`config.mk`:
```
export PLATFORM = sky130hd
export DESIGN_NAME = fetch_pc_unit
export DESIGN_NICKNAME = d
export VERILOG_FILES = /design/src/rtl/fetch_pc_unit.sv
export SDC_FILE = /design/constraint.sdc
export NUM_CORES = 1
export LEC_CHECK = 0
export ABC_AREA = 1
export CAP_MARGIN = 20
export CORE_ASPECT_RATIO = 0.5
export CORE_UTILIZATION = 62
export CTS_CLUSTER_DIAMETER = 80
export DETAILED_ROUTE_END_ITERATION = 7
export GPL_TIMING_DRIVEN = 0
export MAX_ROUTING_LAYER = met4
export PLACE_DENSITY = 0.86
export REMOVE_ABC_BUFFERS = 1
export SYNTH_ARGS = -nofsm -noshare
export SYNTH_HDL_FRONTEND = slang
export SYNTH_SLANG_ARGS = --single-unit
```
`constraint.sdc`:
```
create_clock -name clk -period 11.9 [get_ports clk]
set_input_delay 2.38 -clock clk [delete_from_list [all_inputs] [get_ports clk]]
set_output_delay 2.38 -clock clk [all_outputs]
set_load 0.01 [all_outputs]
```
`src/rtl/fetch_pc_unit.sv`:
```
// Fetch PC unit: holds the PC, issues word fetches to imem and buffers returned words for decode.
// Defining MISALIGN_TRAP_EN adds the TRAP state and the misalign_trap output.
module fetch_pc_unit #(
  parameter logic [31:0] RESET_PC     = 32'h0000_0000,
  parameter int unsigned FIFO_DEPTH   = 4,
  parameter int unsigned MAX_OUTSTAND = 2
) (
  input  logic        clk,
  input  logic        rst,
  input  logic        redirect_valid,
  input  logic [31:0] redirect_pc,
  output logic        imem_req,
  output logic [31:0] imem_addr,
  input  logic        imem_gnt,
  input  logic        imem_rvalid,
  input  logic [31:0] imem_rdata,
  output logic        if_valid,
  input  logic        if_ready,
  output logic [31:0] if_instr,
  output logic [31:0] if_pc
`ifdef MISALIGN_TRAP_EN
  ,
  output logic        misalign_trap
`endif
);

  localparam int unsigned PW = $clog2(FIFO_DEPTH);
  localparam int unsigned CW = $clog2(FIFO_DEPTH + 1);
  localparam int unsigned OW = $clog2(MAX_OUTSTAND + 1);
  localparam int unsigned TW = (MAX_OUTSTAND > 1) ? $clog2(MAX_OUTSTAND) : 1;

  typedef enum logic [1:0] {StRun, StFlush, StTrap} state_e;

  state_e          state_q, state_d;
  logic [31:0]     pc_q, pc_d;
  logic [OW-1:0]   out_q, out_d;
  logic [OW-1:0]   drop_q, drop_d;
  logic [CW-1:0]   cnt_q, cnt_d;
  logic [PW-1:0]   rptr_q, rptr_d, wptr_q, wptr_d;
  logic [31:0]     fifo_instr_q [FIFO_DEPTH];
  logic [31:0]     fifo_pc_q    [FIFO_DEPTH];
  logic [31:0]     tag_q        [MAX_OUTSTAND];
  logic [TW-1:0]   tag_wr_q, tag_rd_q;
  logic            grant, drop_rsp, push, pop, take_redirect;
  logic [31:0]     occupancy;
`ifdef MISALIGN_TRAP_EN
  logic            trap_q, trap_d, redirect_misaligned;
  assign misalign_trap = trap_q;
`endif

  function automatic logic [TW-1:0] tag_inc(input logic [TW-1:0] p);
    return (p == TW'(MAX_OUTSTAND - 1)) ? '0 : p + 1'b1;
  endfunction

  assign if_valid = (cnt_q != '0);
  assign if_instr = fifo_instr_q[rptr_q];
  assign if_pc    = fifo_pc_q[rptr_q];

  always_comb begin
    occupancy = 32'(out_q) + 32'(cnt_q);
    imem_req  = !rst && (state_q == StRun) && !redirect_valid &&
                (occupancy < FIFO_DEPTH) && (32'(out_q) < MAX_OUTSTAND);
    imem_addr = pc_q;
    grant     = imem_req && imem_gnt;
`ifdef MISALIGN_TRAP_EN
    redirect_misaligned = (redirect_pc[1:0] != 2'b00);
    // Misaligned targets are ignored while already trapped.
    take_redirect = redirect_valid && !((state_q == StTrap) && redirect_misaligned);
`else
    take_redirect = redirect_valid;
`endif
    drop_rsp = imem_rvalid && (drop_q != '0);
    push     = imem_rvalid && !drop_rsp && !take_redirect;
    pop      = if_valid && if_ready && !take_redirect;
    out_d    = out_q + OW'(grant) - OW'(imem_rvalid);

    pc_d    = grant ? pc_q + 32'd4 : pc_q;
    drop_d  = drop_q - OW'(drop_rsp);
    cnt_d   = cnt_q + CW'(push) - CW'(pop);
    rptr_d  = pop ? rptr_q + 1'b1 : rptr_q;
    wptr_d  = push ? wptr_q + 1'b1 : wptr_q;
    state_d = state_q;
`ifdef MISALIGN_TRAP_EN
    trap_d  = trap_q;
`endif
    if ((state_q == StFlush) && (drop_d == '0)) state_d = StRun;

    if (take_redirect) begin
      pc_d    = redirect_pc & 32'hFFFF_FFFC;
      // Everything still in flight after this cycle belongs to the old stream.
      drop_d  = out_d;
      cnt_d   = '0;
      rptr_d  = '0;
      wptr_d  = '0;
      state_d = (out_d != '0) ? StFlush : StRun;
`ifdef MISALIGN_TRAP_EN
      trap_d  = redirect_misaligned;
      if (redirect_misaligned) state_d = StTrap;
`endif
    end
  end

  always_ff @(posedge clk) begin
    if (rst) begin
      state_q  <= StRun;
      pc_q     <= RESET_PC;
      out_q    <= '0;
      drop_q   <= '0;
      cnt_q    <= '0;
      rptr_q   <= '0;
      wptr_q   <= '0;
      tag_wr_q <= '0;
      tag_rd_q <= '0;
`ifdef MISALIGN_TRAP_EN
      trap_q   <= 1'b0;
`endif
      for (int unsigned i = 0; i < FIFO_DEPTH; i++) begin
        fifo_instr_q[i] <= '0;
        fifo_pc_q[i]    <= '0;
      end
      for (int unsigned i = 0; i < MAX_OUTSTAND; i++) tag_q[i] <= '0;
    end else begin
      state_q <= state_d;
      pc_q    <= pc_d;
      out_q   <= out_d;
      drop_q  <= drop_d;
      cnt_q   <= cnt_d;
      rptr_q  <= rptr_d;
      wptr_q  <= wptr_d;
`ifdef MISALIGN_TRAP_EN
      trap_q  <= trap_d;
`endif
      // Tags track every request, dropped or not, so they stay in step with responses.
      if (grant) begin
        tag_q[tag_wr_q] <= pc_q;
        tag_wr_q        <= tag_inc(tag_wr_q);
      end
      if (imem_rvalid) tag_rd_q <= tag_inc(tag_rd_q);
      if (push) begin
        fifo_instr_q[wptr_q] <= imem_rdata;
        fifo_pc_q[wptr_q]    <= tag_q[tag_rd_q];
      end
    end
  end

endmodule

```
Word level (Yosys, flattened, before mapping)
Memory sizes are Yosys's and may differ from the RTL's. A register that Yosys moved wholly into a read port is not among the register bits.
Cells that the tools add are included.
{"block": "totals", "ff_bits": 47, "mem_bits_rw": 320, "output_inout_bits": 98, "wordCells": 83, "n_memories": 3}
{"block": "op_classes", "addsub": 11, "magnitude_cmp": 2, "eq_ne": 1, "n_mux": 31, "reduce_logical": 25}
{"memory": "fifo_instr_q", "words": 4, "word_bits": 32, "rd": 1, "rd_clocked_by_memory_dff": 1, "wr": 4, "line_no": "40", "text": "logic [31:0] fifo_instr_q [FIFO_DEPTH];"}
{"memory": "fifo_pc_q", "words": 4, "word_bits": 32, "rd": 1, "rd_clocked_by_memory_dff": 1, "wr": 4, "line_no": "41", "text": "logic [31:0] fifo_pc_q [FIFO_DEPTH];"}
{"memory": "tag_q", "words": 2, "word_bits": 32, "rd": 1, "rd_clocked_by_memory_dff": 1, "wr": 2, "line_no": "42", "text": "logic [31:0] tag_q [MAX_OUTSTAND];"}
{"operator": "32-bit 2-to-1 mux", "count": 5}
{"operator": "32-bit OR reduction", "count": 3}
{"operator": "32-bit by 3-bit adder with 32-bit output, second input constant", "count": 1}
{"operator": "2-bit 2-to-1 mux", "count": 9}
{"operator": "1-bit 2-to-1 mux", "count": 17}
{"operator": "1-bit logical AND", "count": 11}
{"operator": "2-bit nonzero test", "count": 4}
{"operator": "2-bit by 1-bit adder with 2-bit output, second input constant", "count": 2}
{"operator": "2-bit by 3-bit adder with 4-bit output", "count": 1}
{"operator": "2-bit zero test", "count": 2}
{"operator": "4-bit by 3-bit less-than comparator with 1-bit output, second input constant", "count": 1}
{"operator": "2-bit by 1-bit subtractor with 2-bit output", "count": 2}
{"operator": "3-bit by 1-bit adder with 3-bit output", "count": 1}
{"operator": "1-bit zero test", "count": 3}
{"operator": "3-bit nonzero test", "count": 1}
{"operator": "3-bit by 1-bit subtractor with 3-bit output", "count": 1}
{"operator": "1-bit adder, second input constant", "count": 2}
{"operator": "2-bit by 1-bit adder with 2-bit output", "count": 1}
{"operator": "2-bit by 1-bit equality test with 1-bit output, second input constant", "count": 1}
{"operator": "2-bit less-than comparator, second input constant", "count": 1}
{"operator": "2-bit OR reduction", "count": 1}

Longest topological paths before layout
Gate-level depths: netlist of run 1.
{"block": "logic_depth", "ltp_word": 11, "mapped_depth": 13, "ltp_nobuf": 12}

Worst setup path after synthesis of run 1
OpenSTA, ideal clock, no wires.
{"block": "synth_timing", "path_kind": "input to register", "start": "input port redirect_valid", "end": "memory fifo_instr_q[3][0] (enable)", "setup_ns": 0.567, "arrival_time_ns": 7.265, "t_required_ns": 11.333, "slack_ns": 4.068, "stages": 6, "n_path_buf": 1, "cell_sequence": "buf_6 > inv_2 > nand3_2 > nor2_1 > inv_1 > o21ai_0"}
{"item": "start, declared", "line_no": "10", "text": "input logic redirect_valid,"}
{"item": "end, declared", "line_no": "40"}

Final worst setup path of run 1
{"block": "layout_timing", "start": "input port rst", "end": "output port imem_req"}
{"block": "layout_between", "elab_chain_len": 5}
{"item": "start, declared", "line_no": "9", "text": "input logic rst,"}
{"item": "1-bit zero test", "line_no": "61", "text": "imem_req = !rst && (state_q == StRun) && !redirect_valid &&"}
{"item": "1-bit logical AND (3 in series)", "line_no": "61"}
{"item": "1-bit logical AND", "line_no": "62", "text": "(occupancy < FIFO_DEPTH) && (32'(out_q) < MAX_OUTSTAND);"}
{"item": "end, declared", "line_no": "12", "text": "output logic imem_req,"}
Every way passes these cells.

==> key figures, run 1 <==
Clocking
  • H-tree levels: 1
  • CTS-repair resized insts: 0
  • CTS Root Cell: clkbuf_16
  • Clock latency reported for the late side of the worst-skew pair: 0.56 ns
  • # hold bufs at CTS: 0
  • Clk sinks: 355
  • Setup fix buffers added after clock tree synthesis: 0
  • Clock slew at the register clock pins of the worst setup and hold paths: 0.07 ns
  • TritonCTS clock tree: yes
  • Clock Tree Buf Depth: 3
  • Clock buffers created by TritonCTS: 31

Global routing
  • Overflow left after global routing: 0
  • Number of global-route vias before repair: 11800
  • Global-route wire length before repair: 61.1 mm
  • Initial antenna violation count: 0
  • Pin count of the biggest net entering global routing: 69
  • Overall Global Routing Usage: 30.6%

Timing
  • Final hold violations: 0
  • Setup Total Neg Slack: 0 ns
  • Worst max-slew margin expressed relative to the limit: 29.8%
  • Maximum operating frequency: 147 MHz
  • Post-route clock period utilization: 57.3%
  • Clock tree skew after final layout: 0.00960 ns
  • Shortest clock period the worst path allows after layout: 6.82 ns
  • Setup repair after global routing missed its margin: false
  • Worst Tran Pin Value: 1.05 ns
  • Number of max-slew violations in the final report: 0
  • Setup violators final: 0
  • Final hold slack: 0.481 ns

Worst setup path
  • Data arrival time of the worst path: 4.44 ns
  • Worst-path fanout max: 16
  • R2R Setup Slk: 8.07 ns
  • Kind of end point of the critical path: output pin
  • Crit Reg-Reg Startpoint: cnt_q[1]
  • Timing startpoint of the critical path: rst
  • Critical path class: in -> out
  • Element type at the critical path start: primary input
  • End of the worst register-to-register path: tag_q[1][29]
  • Data required, critical path: 9.52 ns
  • Reg2Reg Depth: 9
  • Termination of the worst setup path: imem_req

Logic synthesis
  • Part of the Yosys area used for sequential elements: 62.6%
  • Warnings from Yosys: 0
  • Fraction of the mapped netlist area in compound gates: 7.76%
  • Mean area per synthesized cell: 9.85 sq um
  • Number of instances in the synthesized netlist: 1652
  • Mux cell area share after synthesis: 2.04%
  • Adder-Cell Fraction of Synth Area: 0.661%
  • Dominant combinational cell family by area after synthesis: simple AND/OR/NAND/NOR gates
  • Seq cells post-synth: 355
  • Simple-gate area share of the yosys netlist: 19.7%
  • Cell Area, Synth: 16300 sq um
  • Post-synthesis xor/xnor area fraction: 0.538%
  • Unique masters post-synth: 34

Floorplanning
  • Standard cell core area: 25500 sq um
  • Number of I/O pins: 168
  • Die Area: 26900 sq um
  • Horizontal die dimension: 231 microns
  • Number of core rows: 41
  • Y dimension of the die: 117 microns
  • Initial cell density of the core: 63.8%

Route
  • Routed length per placed instance: 18.6 microns
  • Count of TritonRoute iterations in the first routing pass: 6
  • Via count: 12300
  • Total length of routed wires: 39.9 mm
  • Remaining DRCs: 0
  • Antenna-violating nets left: 0
  • Violation count after the first detailed-route iteration: 1371
  • Avg Vias per Cell: 5.74

Layout
  • Number of nets in the final layout: 1851
  • Fraction of final layout cells with drive strength greater than 1: 9.41%
  • Design area: 19300 sq um
  • Number of antenna cells inserted: 0
  • Layout area overhead: 18.6%

Worst hold path
  • Hold Crit Class: reg -> reg

Placement
  • I/O Buffers: 161
  • Post-DP HPWL: 24.3 mm
  • Instance area after placement: 18400 sq um
  • Final GP Congestion: 0.954

Power
  • Leak Pwr: 7.28 nW
  • Pwr Total: 2.67 mW
  • Worst VDD drop: 0.107 mV
  • Pwr Density: 138 nW/um^2

Flow run
  • Number of maximum-capacitance violations: 0

Outcome
  • Status: complete, no violations
## worst min-delay path by stage
stage / start / endpoint / slack [ns] / cells after the start
CTS: rptr_q[1] / register / 0.47 / 2
global route: rptr_q[1] / register / 0.51 / 2
global placement: rptr_q[1] / register / 0.45 / 2
floorplan: rptr_q[1] / register / 0.44 / 2
detailed placement: rptr_q[1] / register / 0.46 / 2
finish: rptr_q[1] / register / 0.48 / 2
## routing by layer
metal	wire, microns	GRT usage (%)
met5	0	-
met2	19500	51.9
met4	1040	9.18
met3	3160	4.81
met1	16100	38.6
## per-stage QoR
step | setup slack, ns | utilization (%) | cells
final | 5.08 | 75.7 | 2140
after global routing | 4.97 | 75.7 | 2140
after CTS | 5.08 | 75.6 | 2139
after detailed placement | 5.07 | 72.1 | 2083
after global placement | -1.19 | 70.1 | 2064
after floorplan | 4.02 | - | 1559
## cell usage in the layout, fill, tap and decap left out, types with 2 or more instances in the layout
cell type	count
nand2_1	191
nand3_1	50
nor2_4	26
buf_12	8
o21ai_0	140
buf_16	11
xor2_1	7
clkbuf_16	31
mux2_2	25
clkbuf_1	11
nor2_1	417
nor3_1	27
xnor2_1	3
nand2_2	3
clkinv_2	7
inv_1	149
a31oi_1	2
nand2_4	3
conb_1	4
inv_4	2
edfxtp_1	308
clkinv_1	5
or2_2	2
o21ai_4	2
inv_2	16
ha_1	7
dfxtp_1	45
clkdlybuf4s50_1	161
o22ai_1	63
a22oi_1	2
a21oi_1	26
nand4_1	2
nor2_2	27
mux2i_1	5
## area by class of cell
type / instances / area (sq um)
flip-flops and latches: 355 / 10200
inverters: 167 / 632
clock buffers: 43 / 831
well taps: 344 / 430
multi-input cells: 1037 / 5050
clock inverters: 13 / 62.6
fillers: 1618 / 6200
repair buffers: 181 / 2090
## power breakdown
group / leakage (nW) / internal [mW] / switching (mW) / total, mW
registers: 3.58 / 1.42 / 0.0320 / 1.45
clock network: 0.442 / 0.486 / 0.440 / 0.927
logic: 3.26 / 0.121 / 0.171 / 0.292
total: 7.28 / 2.03 / 0.643 / 2.67
## flip-flops by register name (all words and copies together), names as in the netlist, 2 cells and up, named ones only
| signal | count |
|---|---|
| fifo_instr_q | 128 |
| fifo_pc_q | 120 |
| tag_q | 60 |
| imem_addr | 30 |
| cnt_q | 3 |
| drop_q | 2 |
| out_q | 2 |
| rptr_q | 2 |
| wptr_q | 2 |
## Yosys cell counts
cell | count | area, sq um
nor2_1 | 417 | 1570
edfxtp_1 | 308 | 9250
nand2_1 | 195 | 732
inv_1 | 152 | 571
o21ai_0 | 142 | 711
clkbuf_1 | 67 | 251
o22ai_1 | 63 | 394
nand3_1 | 50 | 250
dfxtp_1 | 47 | 941
nor2_2 | 27 | 169
nor3_1 | 27 | 135
a21oi_1 | 26 | 130
nor2_4 | 26 | 293
mux2_2 | 25 | 282
inv_2 | 15 | 56.3
buf_2 | 11 | 55.1
buf_6 | 7 | 78.8
ha_1 | 7 | 87.6
xor2_1 | 7 | 61.3
buf_1 | 5 | 18.8
buf_4 | 5 | 37.5
mux2i_1 | 5 | 50.1
xnor2_1 | 3 | 26.3
a22oi_1 | 2 | 15.0
a31oi_1 | 2 | 12.5
nand2_2 | 2 | 12.5
nand4_1 | 2 | 12.5
buf_12 | 1 | 20.0
conb_1 | 1 | 3.75
fa_1 | 1 | 20.0
nand3_2 | 1 | 10.0
nand3b_1 | 1 | 7.51
or2_1 | 1 | 6.26
or2_2 | 1 | 6.26
## critical path, stage by stage
cell             delay [ns]
clkdlybuf4s50_1        0.76
buf_16                 0.34
nor2_4                 0.19
nand2_2                0.10
nor2_4                 0.12
clkdlybuf4s50_1        0.54
## cells by family after synthesis
| kind of cell | count (synthesis) |
|---|---|
| buf+inv | 263 |
| fa+ha+maj | 8 |
| compound gates | 235 |
| mux | 30 |
| simple gates | 750 |
| flops | 355 |
| xor+xnor | 10 |
| other cells | 1 |
No activity file was read; power rests on OpenSTA's default activity.
==> inputs of run 2 (changes only) <==
--- a/config.mk
+++ b/config.mk
@@ -8,12 +8,12 @@
 export ABC_AREA = 1
 export CAP_MARGIN = 20
 export CORE_ASPECT_RATIO = 0.5
-export CORE_UTILIZATION = 62
+export CORE_UTILIZATION = 57
 export CTS_CLUSTER_DIAMETER = 80
 export DETAILED_ROUTE_END_ITERATION = 7
 export GPL_TIMING_DRIVEN = 0
 export MAX_ROUTING_LAYER = met4
-export PLACE_DENSITY = 0.86
+export PLACE_DENSITY = 0.8
 export REMOVE_ABC_BUFFERS = 1
 export SYNTH_ARGS = -nofsm -noshare
 export SYNTH_HDL_FRONTEND = slang
==> constraint.sdc (replaced) <==
create_clock -name clk -period 6.7 [get_ports clk]
set_input_delay 1.34 -clock clk [delete_from_list [all_inputs] [get_ports clk]]
set_output_delay 1.34 -clock clk [all_outputs]
set_load 0.01 [all_outputs]
==> run 2 against run 1 <==
Net effect:
- via count shrank 2.5%
- worst hold slack got worse by 0.0079 ns
- non-clock buffer count unchanged
- first-iteration DRC count up 6.9%
- sequential share of layout area is 0.44 points lower
- combinational power increased by 78%
- critical path depth unchanged
- cell count increased by 1.8%
- clock power is 91% higher
- sequential power up 77%
- utilization shrank 5.9 points
- critical endpoint unchanged
- largest power group unchanged
==> key figures, run 2 (synthesized netlist as in run 1, its figures left out) <==
Layout
  • Fraction of final layout cells with drive strength greater than 1: 9.46% (+0.050 points)
  • Most frequent cells in the layout: 417 x nor2_1, 308 x edfxtp_1, 191 x nand2_1, 161 x clkdlybuf4s50_1, 149 x inv_1
  • Leading cell type in the layout, fill and taps excluded: nor2_1
  • Flip-flop count of the largest register after layout: 128 (unchanged)
  • Fill cell count: 2026 (+25%)
  • Area occupied by multi-input gates: 5050 sq um (unchanged)
  • Largest regs: fifo_instr_q (128), fifo_pc_q (120), tag_q (60)
  • Register name with the most flops: fifo_instr_q
  • Final cell utilization of the core: 69.8% (-5.9 points)
  • Number of nets in the final layout: 1851 (unchanged)
  • Area used by sequential logic in the layout: 10200 sq um (unchanged)
  • Layout area overhead: 19.6%
  • Number of antenna cells inserted: 0 (unchanged)

Floorplanning
  • Horizontal die dimension: 241 microns (+4.3%)
  • Number of I/O pins: 168 (unchanged)
  • Die Area: 29300 sq um (+8.7%)
  • Y dimension of the die: 121 microns (+4.2%)
  • Initial cell density of the core: 58.4% (-5.4 points)
  • Standard cell core area: 27900 sq um (+9.3%)
  • Number of core rows: 43 (+4.9%)

Timing
  • Worst setup margin: 1.94 ns (-3.14 ns)
  • Worst max-slew margin expressed relative to the limit: 32.5% (+2.6 points)
  • Clock tree skew after final layout: 0.0154 ns (+0.00577 ns)
  • Final hold slack: 0.473 ns (-0.00789 ns)
  • Final hold violations: 0 (unchanged)
  • Setup violators final: 0 (unchanged)
  • Maximum operating frequency: 210 MHz
  • Number of max-slew violations in the final report: 0 (unchanged)
  • Post-route clock period utilization: 71.0%
  • Worst Tran Pin Value: 1.01 ns (-0.0378 ns)
  • Setup repair after global routing missed its margin: false
  • Shortest clock period the worst path allows after layout: 4.76 ns

Global routing
  • Global-route wire length before repair: 60.8 mm (-0.43%)
  • Number of global-route vias before repair: 11400 (-3.3%)
  • Pin count of the biggest net entering global routing: 67 (-2.9%)
  • Overall Global Routing Usage: 27.8% (-2.8 points)
  • Initial antenna violation count: 0 (unchanged)
  • Overflow left after global routing: 0 (unchanged)

Clocking
  • Clk sinks: 355 (unchanged)
  • # hold bufs at CTS: 0 (unchanged)
  • H-tree levels: 1 (unchanged)
  • Clock latency reported for the late side of the worst-skew pair: 0.57 ns (about the same)
  • TritonCTS clock tree: yes
  • Clock slew at the register clock pins of the worst setup and hold paths: 0.07 ns (about the same)
  • Clock Tree Buf Depth: 3 (unchanged)
  • CTS-repair resized insts: 0 (unchanged)
  • CTS Root Cell: clkbuf_16
  • Clock buffers created by TritonCTS: 31 (unchanged)
  • Setup fix buffers added after clock tree synthesis: 0 (unchanged)

Worst setup path
  • End of the worst register-to-register path: tag_q[1][27]
  • Family with the most delay on the worst path: buffers and inverters
  • R2R Setup Slk: 3.36 ns (-4.71 ns)
  • Crit-path max cell delay: 0.78 ns (+0.02 ns)
  • Critical path class: in -> out
  • Worst-path fanout max: 17 (+1)
  • Cells along the critical path: clkdlybuf4s50_1, buf_16, nor2_4, nand2_2, nor2_4, clkdlybuf4s50_1
  • Highest-delay cell along the critical path: clkdlybuf4s50_1
  • Reg2Reg Depth: 10 (+1)
  • Crit Reg-Reg Startpoint: cnt_q[1]
  • Data arrival time of the worst path: 3.42 ns (-1.02 ns)
  • Buffers and inverters on the worst path: 3 (unchanged)
  • Kind of end point of the critical path: output pin
  • Element type at the critical path start: primary input
  • Data required, critical path: 5.36 ns (-4.16 ns)

Route
  • Antenna-violating nets left: 0 (unchanged)
  • Total length of routed wires: 39.1 mm (-2.0%)
  • Routed length per placed instance: 17.9 microns (-3.8%)
  • Remaining DRCs: 0 (unchanged)
  • Violation count after the first detailed-route iteration: 1465 (+6.9%)
  • Avg Vias per Cell: 5.50 (-4.2%)
  • Via count: 12000 (-2.5%)
  • Count of TritonRoute iterations in the first routing pass: 6 (unchanged)

Flow run
  • Number of maximum-capacitance violations: 0 (unchanged)

Power
  • Worst VDD drop: 0.190 mV (+78%)
  • Pwr Density: 250 nW/um^2 (+81%)
  • Pwr Total: 4.87 mW (+82%)
  • Leak Pwr: 7.32 nW (+0.58%)

Worst hold path
  • Worst Min Path Start: rptr_q[1]
  • Hold Crit Class: reg -> reg
  • Depth of the worst hold-timing path: 2 (unchanged)

Placement
  • Post-DP HPWL: 24.3 mm (-0.15%)
  • I/O Buffers: 161 (unchanged)
  • Setup Slack @ Placement: 0.799 ns (-4.27 ns)
  • Final GP Congestion: 0.951 (-0.28%)

Outcome
  • Status: complete, no violations
-- run 2: cell count changes in the layout (fill, tap and decap cells not counted), moves of 2 or more --
| cell | before | now |
|---|---|---|
| buf_12 | 8 | 6 |
| bufinv_16 | 0 | 3 |
| clkinv_2 | 7 | 3 |
| clkinvlp_4 | 0 | 2 |
| buf_16 | 11 | 14 |
-- run 2: worst reg2reg max path: stages (launching register included) --
cell and delay, ns:
dfxtp_1 0.41, ha_1 0.26, nand3_1 0.06, nand2_1 0.08
nor2_4 0.09, nand2_2 0.32, inv_2 0.54, nand2_1 0.29
buf_16 0.25, nand2_1 0.51, buf_16 0.23
-- run 2: area by class of cell --
type,count,area share (%)
Inverter,167,3.25
Timing Repair Buffer,181,10.9
Clock inverter,15,0.791
Multi-Input combinational cell,1037,26.0
Tap cell,382,2.46
Clock buffer,42,4.25
Sequential cell,355,52.4
-- run 2: worst max path at each step --
| stage | startpoint | endpoint | slack, ns | cells after the start |
|---|---|---|---|---|
| after global placement | redirect_valid | fifo_instr_q[3][8] | -5.34 | 6 |
| after detailed placement | rst | tag_q[1][20] | 0.80 | 10 |
| final | rst | imem_req | 1.94 | 6 |
| after global routing | rst | tag_q[1][23] | 1.72 | 11 |
| after floorplan | redirect_valid | fifo_instr_q[3][0] | -0.14 | 5 |
| after CTS | rst | tag_q[1][19] | 1.38 | 10 |
-- run 2: routing by layer --
metal  wire length [microns]  track usage [%]  share of wire [%]
met5                       0                -                  0
met4                     809             6.25                2.1
met3                    2600             3.09                6.7
met2                   19300             46.3                 50
met1                   16300             37.2                 42
-- run 2: stage by stage --
step	setup TNS, ns	instance area, sq um	instances
after floorplan	-9.19	15800	1559
after global placement	-1046.21	17900	2102
after detailed placement	0	18400	2121
after CTS	0	19400	2178
after global routing	0	19500	2179
final	0	19500	2179
-- run 2: report_power, final --
part           internal [mW]  total, mW  switching (mW)
Sequential              2.52       2.57          0.0554
Combinational          0.217      0.521           0.304
Clock                  0.981       1.77           0.791
